<file path="config.mk">
export PLATFORM = sky130hd
export DESIGN_NAME = dc_tagbank_sched
export DESIGN_NICKNAME = d
export VERILOG_FILES = /design/src/rtl/dc_sched_pkg.sv /design/src/rtl/dc_sched_ownq.sv /design/src/rtl/dc_tagbank_sched.sv
export SDC_FILE = /design/constraint.sdc
export NUM_CORES = 1
export LEC_CHECK = 0
export BUFFER_PORTS_ARGS = -buffer_cell sky130_fd_sc_hd__buf_2
export CORE_MARGIN = 2
export CORE_UTILIZATION = 40
export CTS_CLUSTER_SIZE = 25
export DETAILED_ROUTE_END_ITERATION = 12
export PLACE_DENSITY = 0.82
export SYNTH_ARGS = -nofsm -noshare
export SYNTH_HDL_FRONTEND = slang
export SYNTH_SLANG_ARGS = --single-unit
</file>
<file path="constraint.sdc">
create_clock -name clk -period 2.21 [get_ports clk]
set_input_delay 0.442 -clock clk [delete_from_list [all_inputs] [get_ports clk]]
set_output_delay 0.442 -clock clk [all_outputs]
set_load 0.01 [all_outputs]
</file>
<file path="src/rtl/dc_sched_pkg.sv">
// Shared types for the data-cache tag-bank scheduler.
// Owner encoding, queue entry layout and bank-select bit.
package dc_sched_pkg;
  localparam int DC_ID_BITS = 4;
  localparam int BANK_SEL_BIT = 0;

  typedef enum logic {
    OWN_CORE = 1'b0,
    OWN_FILL = 1'b1
  } owner_e;

  typedef struct packed {
    owner_e                owner;
    logic [DC_ID_BITS-1:0] id;
  } ownq_entry_t;
endpackage

</file>
<file path="src/rtl/dc_sched_ownq.sv">
// Per-bank owner queue: remembers who issued each
// in-flight lookup, in issue order.
module dc_sched_ownq
  import dc_sched_pkg::*;
#(
  parameter int QDEPTH = 2,
  parameter int OW = $clog2(QDEPTH + 1)
) (
  input  logic          clk,
  input  logic          reset,
  input  logic          push,
  input  ownq_entry_t   push_e,
  input  logic          pop,
  output ownq_entry_t   head,
  output logic [OW-1:0] occ,
  output logic          full,
  output logic          empty
);
  localparam int PW = (QDEPTH > 1) ? $clog2(QDEPTH) : 1;
  localparam logic [PW-1:0] LAST = PW'(QDEPTH - 1);
  localparam logic [OW-1:0] QD = OW'(QDEPTH);

  ownq_entry_t   mem [QDEPTH];
  logic [PW-1:0] wp;
  logic [PW-1:0] rp;
  logic          do_push;
  logic          do_pop;

  assign full    = (occ == QD);
  assign empty   = (occ == '0);
  assign do_push = push & ~full;
  assign do_pop  = pop & ~empty;
  assign head    = mem[rp];

  // Entry storage; contents are meaningless while empty.
  always_ff @(posedge clk) begin
    if (do_push) mem[wp] <= push_e;
  end

  // Pointers wrap at QDEPTH; occupancy tracks push/pop.
  always_ff @(posedge clk or posedge reset) begin
    if (reset) begin
      wp  <= '0;
      rp  <= '0;
      occ <= '0;
    end else begin
      if (do_push) wp <= (wp == LAST) ? '0 : wp + 1'b1;
      if (do_pop)  rp <= (rp == LAST) ? '0 : rp + 1'b1;
      unique case ({do_push, do_pop})
        2'b10:   occ <= occ + 1'b1;
        2'b01:   occ <= occ - 1'b1;
        default: occ <= occ;
      endcase
    end
  end
endmodule

</file>
<file path="src/rtl/dc_tagbank_sched.sv">
// Arbitrates core and fill requesters onto even/odd tag
// banks and routes bank responses back to their owners.
module dc_tagbank_sched
  import dc_sched_pkg::*;
#(
  parameter int Width    = 24,
  parameter int REQ_BITS = 7,
  parameter int SET_BITS = 7,
  parameter int ID_BITS  = DC_ID_BITS,
  parameter int QDEPTH   = 2,
  parameter int OW       = $clog2(QDEPTH + 1)
) (
  input  logic                clk,
  input  logic                reset,
  input  logic                c_req_valid,
  output logic                c_req_retry,
  input  logic [REQ_BITS-1:0] c_req_type,
  input  logic                c_req_write,
  input  logic [SET_BITS-1:0] c_req_set,
  input  logic [Width-1:0]    c_req_tag,
  input  logic [ID_BITS-1:0]  c_req_id,
  output logic                c_ack_valid,
  input  logic                c_ack_retry,
  output logic                c_ack_hit,
  output logic                c_ack_miss,
  output logic [2:0]          c_ack_way,
  output logic [ID_BITS-1:0]  c_ack_id,
  output logic                c_ack_bank,
  input  logic                f_req_valid,
  output logic                f_req_retry,
  input  logic [REQ_BITS-1:0] f_req_type,
  input  logic                f_req_write,
  input  logic [SET_BITS-1:0] f_req_set,
  input  logic [Width-1:0]    f_req_tag,
  input  logic [ID_BITS-1:0]  f_req_id,
  output logic                f_ack_valid,
  input  logic                f_ack_retry,
  output logic                f_ack_hit,
  output logic                f_ack_miss,
  output logic [2:0]          f_ack_way,
  output logic [ID_BITS-1:0]  f_ack_id,
  output logic                f_ack_bank,
  output logic                b0_req_valid,
  input  logic                b0_req_retry,
  output logic [REQ_BITS-1:0] b0_req_type,
  output logic                b0_req_write,
  output logic [Width-1:0]    b0_req_tag,
  output logic [SET_BITS-2:0] b0_req_set,
  input  logic                b0_ack_valid,
  output logic                b0_ack_retry,
  input  logic                b0_hit,
  input  logic                b0_miss,
  input  logic [2:0]          b0_way,
  output logic [OW-1:0]       b0_occ,
  output logic                b1_req_valid,
  input  logic                b1_req_retry,
  output logic [REQ_BITS-1:0] b1_req_type,
  output logic                b1_req_write,
  output logic [Width-1:0]    b1_req_tag,
  output logic [SET_BITS-2:0] b1_req_set,
  input  logic                b1_ack_valid,
  output logic                b1_ack_retry,
  input  logic                b1_hit,
  input  logic                b1_miss,
  input  logic [2:0]          b1_way,
  output logic [OW-1:0]       b1_occ,
  output logic                sched_err
);
  logic [1:0]    c_tgt, f_tgt;
  logic [1:0]    gnt_c, gnt_f, acc;
  logic [1:0]    full, empty;
  logic [1:0]    breq_retry, back_valid;
  logic [1:0]    route, pop, back_retry;
  ownq_entry_t   head [2];
  logic [OW-1:0] occ [2];
  logic          c_r0, c_r1, f_r0, f_r1, clash;
  logic          own0_rt, own1_rt;

  assign c_tgt[1] = c_req_valid & c_req_set[BANK_SEL_BIT];
  assign c_tgt[0] = c_req_valid & ~c_req_set[BANK_SEL_BIT];
  assign f_tgt[1] = f_req_valid & f_req_set[BANK_SEL_BIT];
  assign f_tgt[0] = f_req_valid & ~f_req_set[BANK_SEL_BIT];
  assign breq_retry = {b1_req_retry, b0_req_retry};
  assign back_valid = {b1_ack_valid, b0_ack_valid};

  for (genvar b = 0; b < 2; b++) begin : g_bank
    logic        rr;
    ownq_entry_t push_e;

    assign gnt_c[b] = c_tgt[b] & ~full[b] & (~f_tgt[b] | ~rr);
    assign gnt_f[b] = f_tgt[b] & ~full[b] & (~c_tgt[b] | rr);
    assign acc[b]   = (gnt_c[b] | gnt_f[b]) & ~breq_retry[b];
    assign push_e   = gnt_c[b] ? '{OWN_CORE, c_req_id}
                               : '{OWN_FILL, f_req_id};

    // Round-robin turns over to the loser after a contended issue.
    always_ff @(posedge clk or posedge reset) begin
      if (reset) rr <= 1'b0;
      else if (acc[b] & c_tgt[b] & f_tgt[b]) rr <= gnt_c[b];
    end

    dc_sched_ownq #(.QDEPTH(QDEPTH), .OW(OW)) u_q (
      .clk   (clk),
      .reset (reset),
      .push  (acc[b]),
      .push_e(push_e),
      .pop   (pop[b]),
      .head  (head[b]),
      .occ   (occ[b]),
      .full  (full[b]),
      .empty (empty[b])
    );
  end

  assign b0_req_valid = gnt_c[0] | gnt_f[0];
  assign b0_req_type  = gnt_f[0] ? f_req_type : c_req_type;
  assign b0_req_write = gnt_f[0] ? f_req_write : c_req_write;
  assign b0_req_tag   = gnt_f[0] ? f_req_tag : c_req_tag;
  assign b0_req_set   = gnt_f[0] ? f_req_set[SET_BITS-1:1]
                                 : c_req_set[SET_BITS-1:1];
  assign b1_req_valid = gnt_c[1] | gnt_f[1];
  assign b1_req_type  = gnt_f[1] ? f_req_type : c_req_type;
  assign b1_req_write = gnt_f[1] ? f_req_write : c_req_write;
  assign b1_req_tag   = gnt_f[1] ? f_req_tag : c_req_tag;
  assign b1_req_set   = gnt_f[1] ? f_req_set[SET_BITS-1:1]
                                 : c_req_set[SET_BITS-1:1];
  assign b0_occ = occ[0];
  assign b1_occ = occ[1];

  assign c_req_retry = c_req_valid & ~|(gnt_c & acc);
  assign f_req_retry = f_req_valid & ~|(gnt_f & acc);

  assign route = back_valid & ~empty;
  assign clash = route[0] & route[1] &
                 (head[0].owner == head[1].owner);
  assign c_r0  = route[0] & (head[0].owner == OWN_CORE);
  assign f_r0  = route[0] & (head[0].owner == OWN_FILL);
  assign c_r1  = route[1] & (head[1].owner == OWN_CORE) & ~c_r0;
  assign f_r1  = route[1] & (head[1].owner == OWN_FILL) & ~f_r0;

  assign own0_rt = (head[0].owner == OWN_CORE) ? c_ack_retry
                                               : f_ack_retry;
  assign own1_rt = (head[1].owner == OWN_CORE) ? c_ack_retry
                                               : f_ack_retry;
  assign back_retry[0] = route[0] & own0_rt;
  assign back_retry[1] = route[1] & (clash | own1_rt);
  assign b0_ack_retry  = back_retry[0];
  assign b1_ack_retry  = back_retry[1];
  assign pop = route & ~back_retry;

  assign c_ack_valid = c_r0 | c_r1;
  assign c_ack_bank  = ~c_r0;
  assign c_ack_hit   = c_r0 ? b0_hit : b1_hit;
  assign c_ack_miss  = c_r0 ? b0_miss : b1_miss;
  assign c_ack_way   = c_r0 ? b0_way : b1_way;
  assign c_ack_id    = c_r0 ? head[0].id : head[1].id;
  assign f_ack_valid = f_r0 | f_r1;
  assign f_ack_bank  = ~f_r0;
  assign f_ack_hit   = f_r0 ? b0_hit : b1_hit;
  assign f_ack_miss  = f_r0 ? b0_miss : b1_miss;
  assign f_ack_way   = f_r0 ? b0_way : b1_way;
  assign f_ack_id    = f_r0 ? head[0].id : head[1].id;

  // A bank response with no owner on record is a protocol error.
  always_ff @(posedge clk or posedge reset) begin
    if (reset) sched_err <= 1'b0;
    else if (|(back_valid & empty)) sched_err <= 1'b1;
  end
endmodule

</file>
; ---- Word-level counts from Yosys, hierarchy flattened
; Memories as Yosys holds them, arrays and structs flattened.
; Index checks and enable logic that the tools add are counted.
[classes]
n_addsub = 8
mul = 0
n_div = 0
magnitude_cmp = 0
n_eq_ne = 7
n_shift = 0
mux = 30
bitwise_logic = 68
n_reduce_logical = 9
[op_table]
columns = op, n
row1 = 2-to-1 mux 24 bit, 2
row2 = AND 1 bit, 34
row3 = NOT 1 bit, 18
row4 = 2-to-1 mux 1 bit, 16
row5 = 2-to-1 mux 7 bit, 2
row6 = 2-to-1 mux 6 bit, 2
row7 = AND 2 bit, 5
row8 = 2-to-1 mux 5 bit, 2
row9 = bitwise OR 1 bit, 9
row10 = equality test 2 bit (second input constant), 4
row11 = 2-to-1 mux 4 bit, 2
row12 = one-hot mux 2 bit (2 select lines), 2
row13 = 2-to-1 mux 3 bit, 2
row14 = OR reduction 2 bit, 3
row15 = adder 1 bit (second input constant), 4
row16 = adder 2 x 1 -> 2 bit (second input constant), 2
row17 = equality test 2 x 1 -> 1 bit (second input constant), 2
row18 = logical NOT 2 bit, 2
row19 = NOT 2 bit, 2
row20 = nonzero test 2 bit, 2
row21 = subtractor 2 x 1 -> 2 bit (second input constant), 2
row22 = logical NOT 1 bit, 2
row23 = equality test 1 bit, 1
[totals]
ff_bits = 11
latchBits = 0
ramBits = 20
mem_bits_ro = 0
in_bits = 106
output_inout_bits = 109
memories = 2
[memory_table]
columns = memory, depth, word_bits, rd, rd_ports_with_merged_regs, wr, line_no
row1 = g_bank[0].u_q.mem, 2, 5, 1, 0, 1, dc_sched_ownq.sv:23  ; ownq_entry_t mem [QDEPTH];
row2 = g_bank[1].u_q.mem, 2, 5, 1, 0, 1, dc_sched_ownq.sv:23

; ---- Logic depth before layout (Yosys ltp)
[depth]
word_depth = 12
depth_mapped = 9

; ---- Cells and area by module
; A second synthesis with hierarchy kept.
[hier_totals]
hier_cells = 229
hier_area_um2 = 2860.2
[by_module_without_submodules]
columns = mod, instances, cells_each, area_each_um2, seq_area_each_um2
row1 = dc_tagbank_sched, 1, 159, 1736.7, 75.1
row2 = dc_sched_ownq, 2, 35, 561.8, 400.4

; ---- Worst setup path after synthesis
; OpenSTA, ideal clock, no wires.
[synth_timing]
kind = input -> output
from = in f_req_set[0]
to = out b0_req_set[0]
arrival_ns = 1.548
t_required_ns = 1.768
path_slack_ns = 0.220
cell_stages = 5
path_buffers = 2
path_cell_list = nand2b_1 nor3_2 buf_4 buf_6 mux2_1
[synth_via]
elab_chain_len = 5
[synth_lines]
columns = item, line_no
row1 = "start, declared", dc_tagbank_sched.sv:33  ; input logic [SET_BITS-1:0] f_req_set,
row2 = NOT 1 bit, dc_tagbank_sched.sv:82  ; assign f_tgt[0] = f_req_valid & ~f_req_set[BANK_SEL_BIT];
row3 = AND 1 bit, dc_tagbank_sched.sv:82
row4 = AND 1 bit (2 in series), dc_tagbank_sched.sv:91  ; assign gnt_f[b] = f_tgt[b] & ~full[b] & (~c_tgt[b] | rr);
row5 = 2-to-1 mux 6 bit, dc_tagbank_sched.sv:119  ; assign b0_req_set = gnt_f[0] ? f_req_set[SET_BITS-1:1]
row6 = "end, declared", dc_tagbank_sched.sv:48  ; output logic [SET_BITS-2:0] b0_req_set,
; Every way passes these cells.

; ---- Final worst setup path
[layout_timing]
from = reg g_bank[0].rr
to = out b0_req_tag[18]
[layout_via]
elab_chain_len = 3
[layout_lines]
columns = item, line_no
row1 = "start, declared", dc_tagbank_sched.sv:87  ; logic rr;
row2 = "start signal, assigned", dc_tagbank_sched.sv:99  ; else if (acc[b] & c_tgt[b] & f_tgt[b]) rr <= gnt_c[b];
row3 = bitwise OR 1 bit, dc_tagbank_sched.sv:91
row4 = AND 1 bit, dc_tagbank_sched.sv:91
row5 = 2-to-1 mux 24 bit, dc_tagbank_sched.sv:118  ; assign b0_req_tag = gnt_f[0] ? f_req_tag : c_req_tag;
row6 = "end, declared", dc_tagbank_sched.sv:47  ; output logic [Width-1:0] b0_req_tag,
; Every way passes these cells.

==> impl_metrics.xml <==
<?xml version="1.0" encoding="UTF-8"?>
<metrics>
  <group name="clocking">
    <metric name="clk-insertion-delay-late" unit="ps">280</metric>
    <metric name="root_buffer" unit="">sky130_fd_sc_hd__clkbuf_8</metric>
    <metric name="num_clock_sinks" unit="">31</metric>
    <metric name="max-clock-path-buffers" unit="">2</metric>
    <metric name="tritoncts" unit="">done</metric>
    <metric name="clk_pin_slew_worst_setup_hold_paths" unit="ps">60</metric>
    <metric name="h-tree-depth" unit="">2</metric>
    <metric name="cts_buffers" unit="">5</metric>
  </group>
  <group name="synth">
    <metric name="yosys.area.top_type" unit="">sky130_fd_sc_hd__edfxtp_1</metric>
    <metric name="synth.ff_latch_count" unit="">31</metric>
    <metric name="ys.warnings.count" unit="">0</metric>
    <metric name="synth.top_cell.area_share" unit="%">22.28</metric>
    <metric name="post_synth_main_area_contributors" unit="">sky130_fd_sc_hd__edfxtp_1 (22%), sky130_fd_sc_hd__mux2_2 (21%), sky130_fd_sc_hd__mux2_1 (14%), sky130_fd_sc_hd__dfrtp_1 (10%), sky130_fd_sc_hd__mux2i_1 (6.7%)</metric>
    <metric name="synthCells" unit="">223</metric>
    <metric name="ys_dominant_reg_cell" unit="">sky130_fd_sc_hd__edfxtp_1</metric>
    <metric name="synth-async-reset-ratio" unit="%">35.48</metric>
    <metric name="post_synth.cell_area_avg" unit="um2">12.09</metric>
    <metric name="synth_net_count" unit="">331</metric>
    <metric name="yosysSeqAreaShare" unit="%">32.50</metric>
    <metric name="synth.cell_area" unit="um2">2695</metric>
    <metric name="post_synth_num_cell_types" unit="">40</metric>
    <metric name="number_of_enable_type_register_cells_in_the_synthesized_netlist" unit="">20</metric>
  </group>
  <group name="run_status">
    <metric name="failed_checks" unit="">negative setup slack</metric>
    <metric name="run_status" unit="">complete, but fails checks</metric>
  </group>
  <group name="final_layout">
    <metric name="finalNonFillerCells" unit="">550</metric>
    <metric name="area_of_the_multi_input_gates" unit="um2">1932</metric>
    <metric name="nNetsFinal" unit="">580</metric>
    <metric name="area_growth_syn_to_layout" unit="%">83.98</metric>
    <metric name="num-fill-cells" unit="">384</metric>
    <metric name="drive_gt1_share" unit="%">76.32</metric>
    <metric name="commonest_cells_after_routing_fill_and_taps_aside" unit="">sky130_fd_sc_hd__buf_2 (158), sky130_fd_sc_hd__buf_6 (67), sky130_fd_sc_hd__mux2_4 (48)</metric>
    <metric name="layout_commonest_cell" unit="">sky130_fd_sc_hd__buf_2</metric>
    <metric name="post-route-cell-area" unit="um2">4959</metric>
    <metric name="antenna_cells_inserted" unit="">0</metric>
    <metric name="seq_area" unit="um2">878.3</metric>
  </group>
  <group name="critical_path">
    <metric name="endpoint_kind" unit="">output pin</metric>
    <metric name="worst_path_required_time" unit="ps">1770</metric>
    <metric name="critPathLaunchType" unit="">flip-flop</metric>
    <metric name="setup_cp_type" unit="">flip-flop to output pin</metric>
    <metric name="critical_path_peak_fanout" unit="">5</metric>
    <metric name="timing.critical_path.arrival" unit="ps">1770</metric>
  </group>
  <group name="place">
    <metric name="placedInstanceArea" unit="um2">3914</metric>
    <metric name="global_placer_s_final_weighted_congestion" unit="">0.8907</metric>
    <metric name="count_of_buffers_inserted_at_the_top_level_ports" unit="">214</metric>
    <metric name="placed_cells_incl_taps" unit="">513</metric>
    <metric name="detailed_place_hpwl" unit="um">7696</metric>
    <metric name="post-place-ws" unit="ps">25.12</metric>
  </group>
  <group name="global_routing">
    <metric name="antenna_found_initial" unit="">0</metric>
    <metric name="grt_util_all_layers" unit="%">25.99</metric>
    <metric name="grt_pass1_vias" unit="">2791</metric>
    <metric name="global_route_wire_length_before_repair" unit="um">14630</metric>
    <metric name="grt_start_max_net_pins" unit="">21</metric>
    <metric name="globalRoute.totalOverflow" unit="">0</metric>
  </group>
  <group name="drt">
    <metric name="route.final.wire_length" unit="um">12190</metric>
    <metric name="dr_total_vias" unit="">2951</metric>
    <metric name="first_pass_iters" unit="">4</metric>
    <metric name="drt_drc_violations_left" unit="">0</metric>
    <metric name="avgViaCountPerCell" unit="">5.365</metric>
    <metric name="routedWlPerCell" unit="um">22.17</metric>
    <metric name="drt-initial-drc-count" unit="">179</metric>
    <metric name="postRouteAntennaNets" unit="">0</metric>
  </group>
  <group name="die">
    <metric name="fp.coreArea" unit="um2">6422</metric>
    <metric name="floorplan.initialDensity" unit="%">41.96</metric>
    <metric name="die_height" unit="um">86.09</metric>
    <metric name="io-pin-count" unit="">215</metric>
    <metric name="num_rows" unit="">29</metric>
    <metric name="floorplan.die.width" unit="um">86.09</metric>
    <metric name="area_of_the_die" unit="um2">7411</metric>
  </group>
  <group name="pwr">
    <metric name="ir_worst_vdd" unit="mV">0.3287</metric>
    <metric name="totalPowerFinal" unit="uW">4100</metric>
    <metric name="total_leakage_power" unit="uW">0.002480</metric>
    <metric name="pwr_density_cell" unit="nW/um2">826.8</metric>
  </group>
  <group name="timing">
    <metric name="timing_max_transition_violations_final" unit="">0</metric>
    <metric name="period_utilisation_layout" unit="%">100.1</metric>
    <metric name="worst_hold_slack" unit="ps">171.8</metric>
    <metric name="slew_headroom" unit="%">68.34</metric>
    <metric name="finalClockSkew" unit="ps">5.565</metric>
    <metric name="fmax" unit="MHz">452.0</metric>
    <metric name="timing_worst_slew_pin_value" unit="ps">474.3</metric>
    <metric name="grt_setup_unrepaired" unit="">true</metric>
    <metric name="finalCriticalPeriod" unit="ps">2212</metric>
    <metric name="final_hold_viol_count" unit="">0</metric>
    <metric name="finalSetupViolCount" unit="">2</metric>
    <metric name="setup_slack" unit="ps">-2.342</metric>
  </group>
  <group name="min_path">
    <metric name="holdCritPathClass" unit="">input port to asynchronous set/reset pin</metric>
  </group>
  <group name="flow_run">
    <metric name="cap_viol_max_count" unit="">0</metric>
  </group>
</metrics>
worst max-delay path, stage by stage (launching register included):
cell                        delay [ps]
sky130_fd_sc_hd__dfrtp_1           400
sky130_fd_sc_hd__nor3b_2           240
sky130_fd_sc_hd__nor3_4             80
sky130_fd_sc_hd__buf_6             150
sky130_fd_sc_hd__clkbuf_16         160
sky130_fd_sc_hd__mux2_4            320
sky130_fd_sc_hd__buf_6             120
power by group:
part	switching (uW)	internal (uW)	total, uW
Clock	191	216	406
Sequential	130	782	912
Combinational	1240	1540	2780
Total	1560	2540	4100
area by class of cell:
class,count,share of cell area (%)
clock buffer,6,1.464
clock inverter,2,0.1766
inverter,8,0.6056
multi-input combinational,172,38.96
sequential,31,17.71
tap,77,1.943
timing repair buffer,254,39.14
through the flow:
| step | setup TNS, ps | util (%) |
|---|---|---|
| 2_1_floorplan | 0 | - |
| 3_3_place_gp | 0 | 60.94 |
| 3_5_place_dp | 0 | 60.94 |
| 4_1_cts | -602.5 | 65.98 |
| 5_1_grt | -1730 | 77.21 |
| 6_report | -2.598 | 77.21 |
cell usage after synthesis, drive strengths merged (2+ instances only):
cell / instances
mux2: 94
edfxtp: 20
mux2i: 20
buf: 12
dfrtp: 11
nor2: 11
inv: 8
xnor2: 8
nand2b: 6
o21ai: 5
xor2: 5
nand2: 4
ha: 2
nor2b: 2
nor3: 2
routing by layer:
layer	share of wire [%]	up-vias	global-route usage [%]
met5	0	-	0
met4	3.3	0	9.091
met3	8.3	35	7.411
met2	52	175	45.74
met1	37	1416	30.01
li1	-	1325	-
flip-flops by register name, indices dropped and copies added (netlist names):
signal	count
g_bank.u_q.mem	20
g_bank.u_q.rp	2
g_bank.rr	2
sched_err	1
g_bank.u_q.wp	2
g_bank.u_q.occ	4
cell families (layout without fill, tap and decap cells):
logic type               after synthesis  count (layout)  share of synthesized area (%)
XOR/XNOR                              13              13                          4.225
flip-flops                            31              31                          32.50
adder cells (fa/ha/maj)                2               2                         0.9284
AND/OR/NAND/NOR                       30              30                          6.082
multiplexers                         114             114                          48.56
buffers and inverters                 20             270                          4.085
AO/OA/AOI/OAI                         13              13                          3.621
path summary, 6_finish.rpt:
check	end	cells after the start	from	slack, ps
worst max-delay path	b0_req_tag[18]	6	g_bank[0].rr$_DFFE_PP0P_	-2
worst min-delay path	g_bank[0].rr$_DFFE_PP0P_	2	reset	170
worst max register to register	g_bank[1].u_q.occ[1]$_DFFE_PP0P_	8	g_bank[0].u_q.rp$_DFFE_PP0P_	160
worst min register to register	sched_err$_DFFE_PP0P_	1	sched_err$_DFFE_PP0P_	490
max in group asynchronous	g_bank[1].u_q.occ[1]$_DFFE_PP0P_	2	reset	1690
min in group clk	sched_err$_DFFE_PP0P_	2	b1_ack_valid	420
timing repair:
item	in CTS	in global routing
pin swaps	2	5
hold endpoints to repair	0	0
gates cloned	2	10
resized for setup	24	97
endpoints found under the setup margin	89	88
buffers inserted	11	6
hold buffers	0	0
Power figures use the tool's default switching activity.
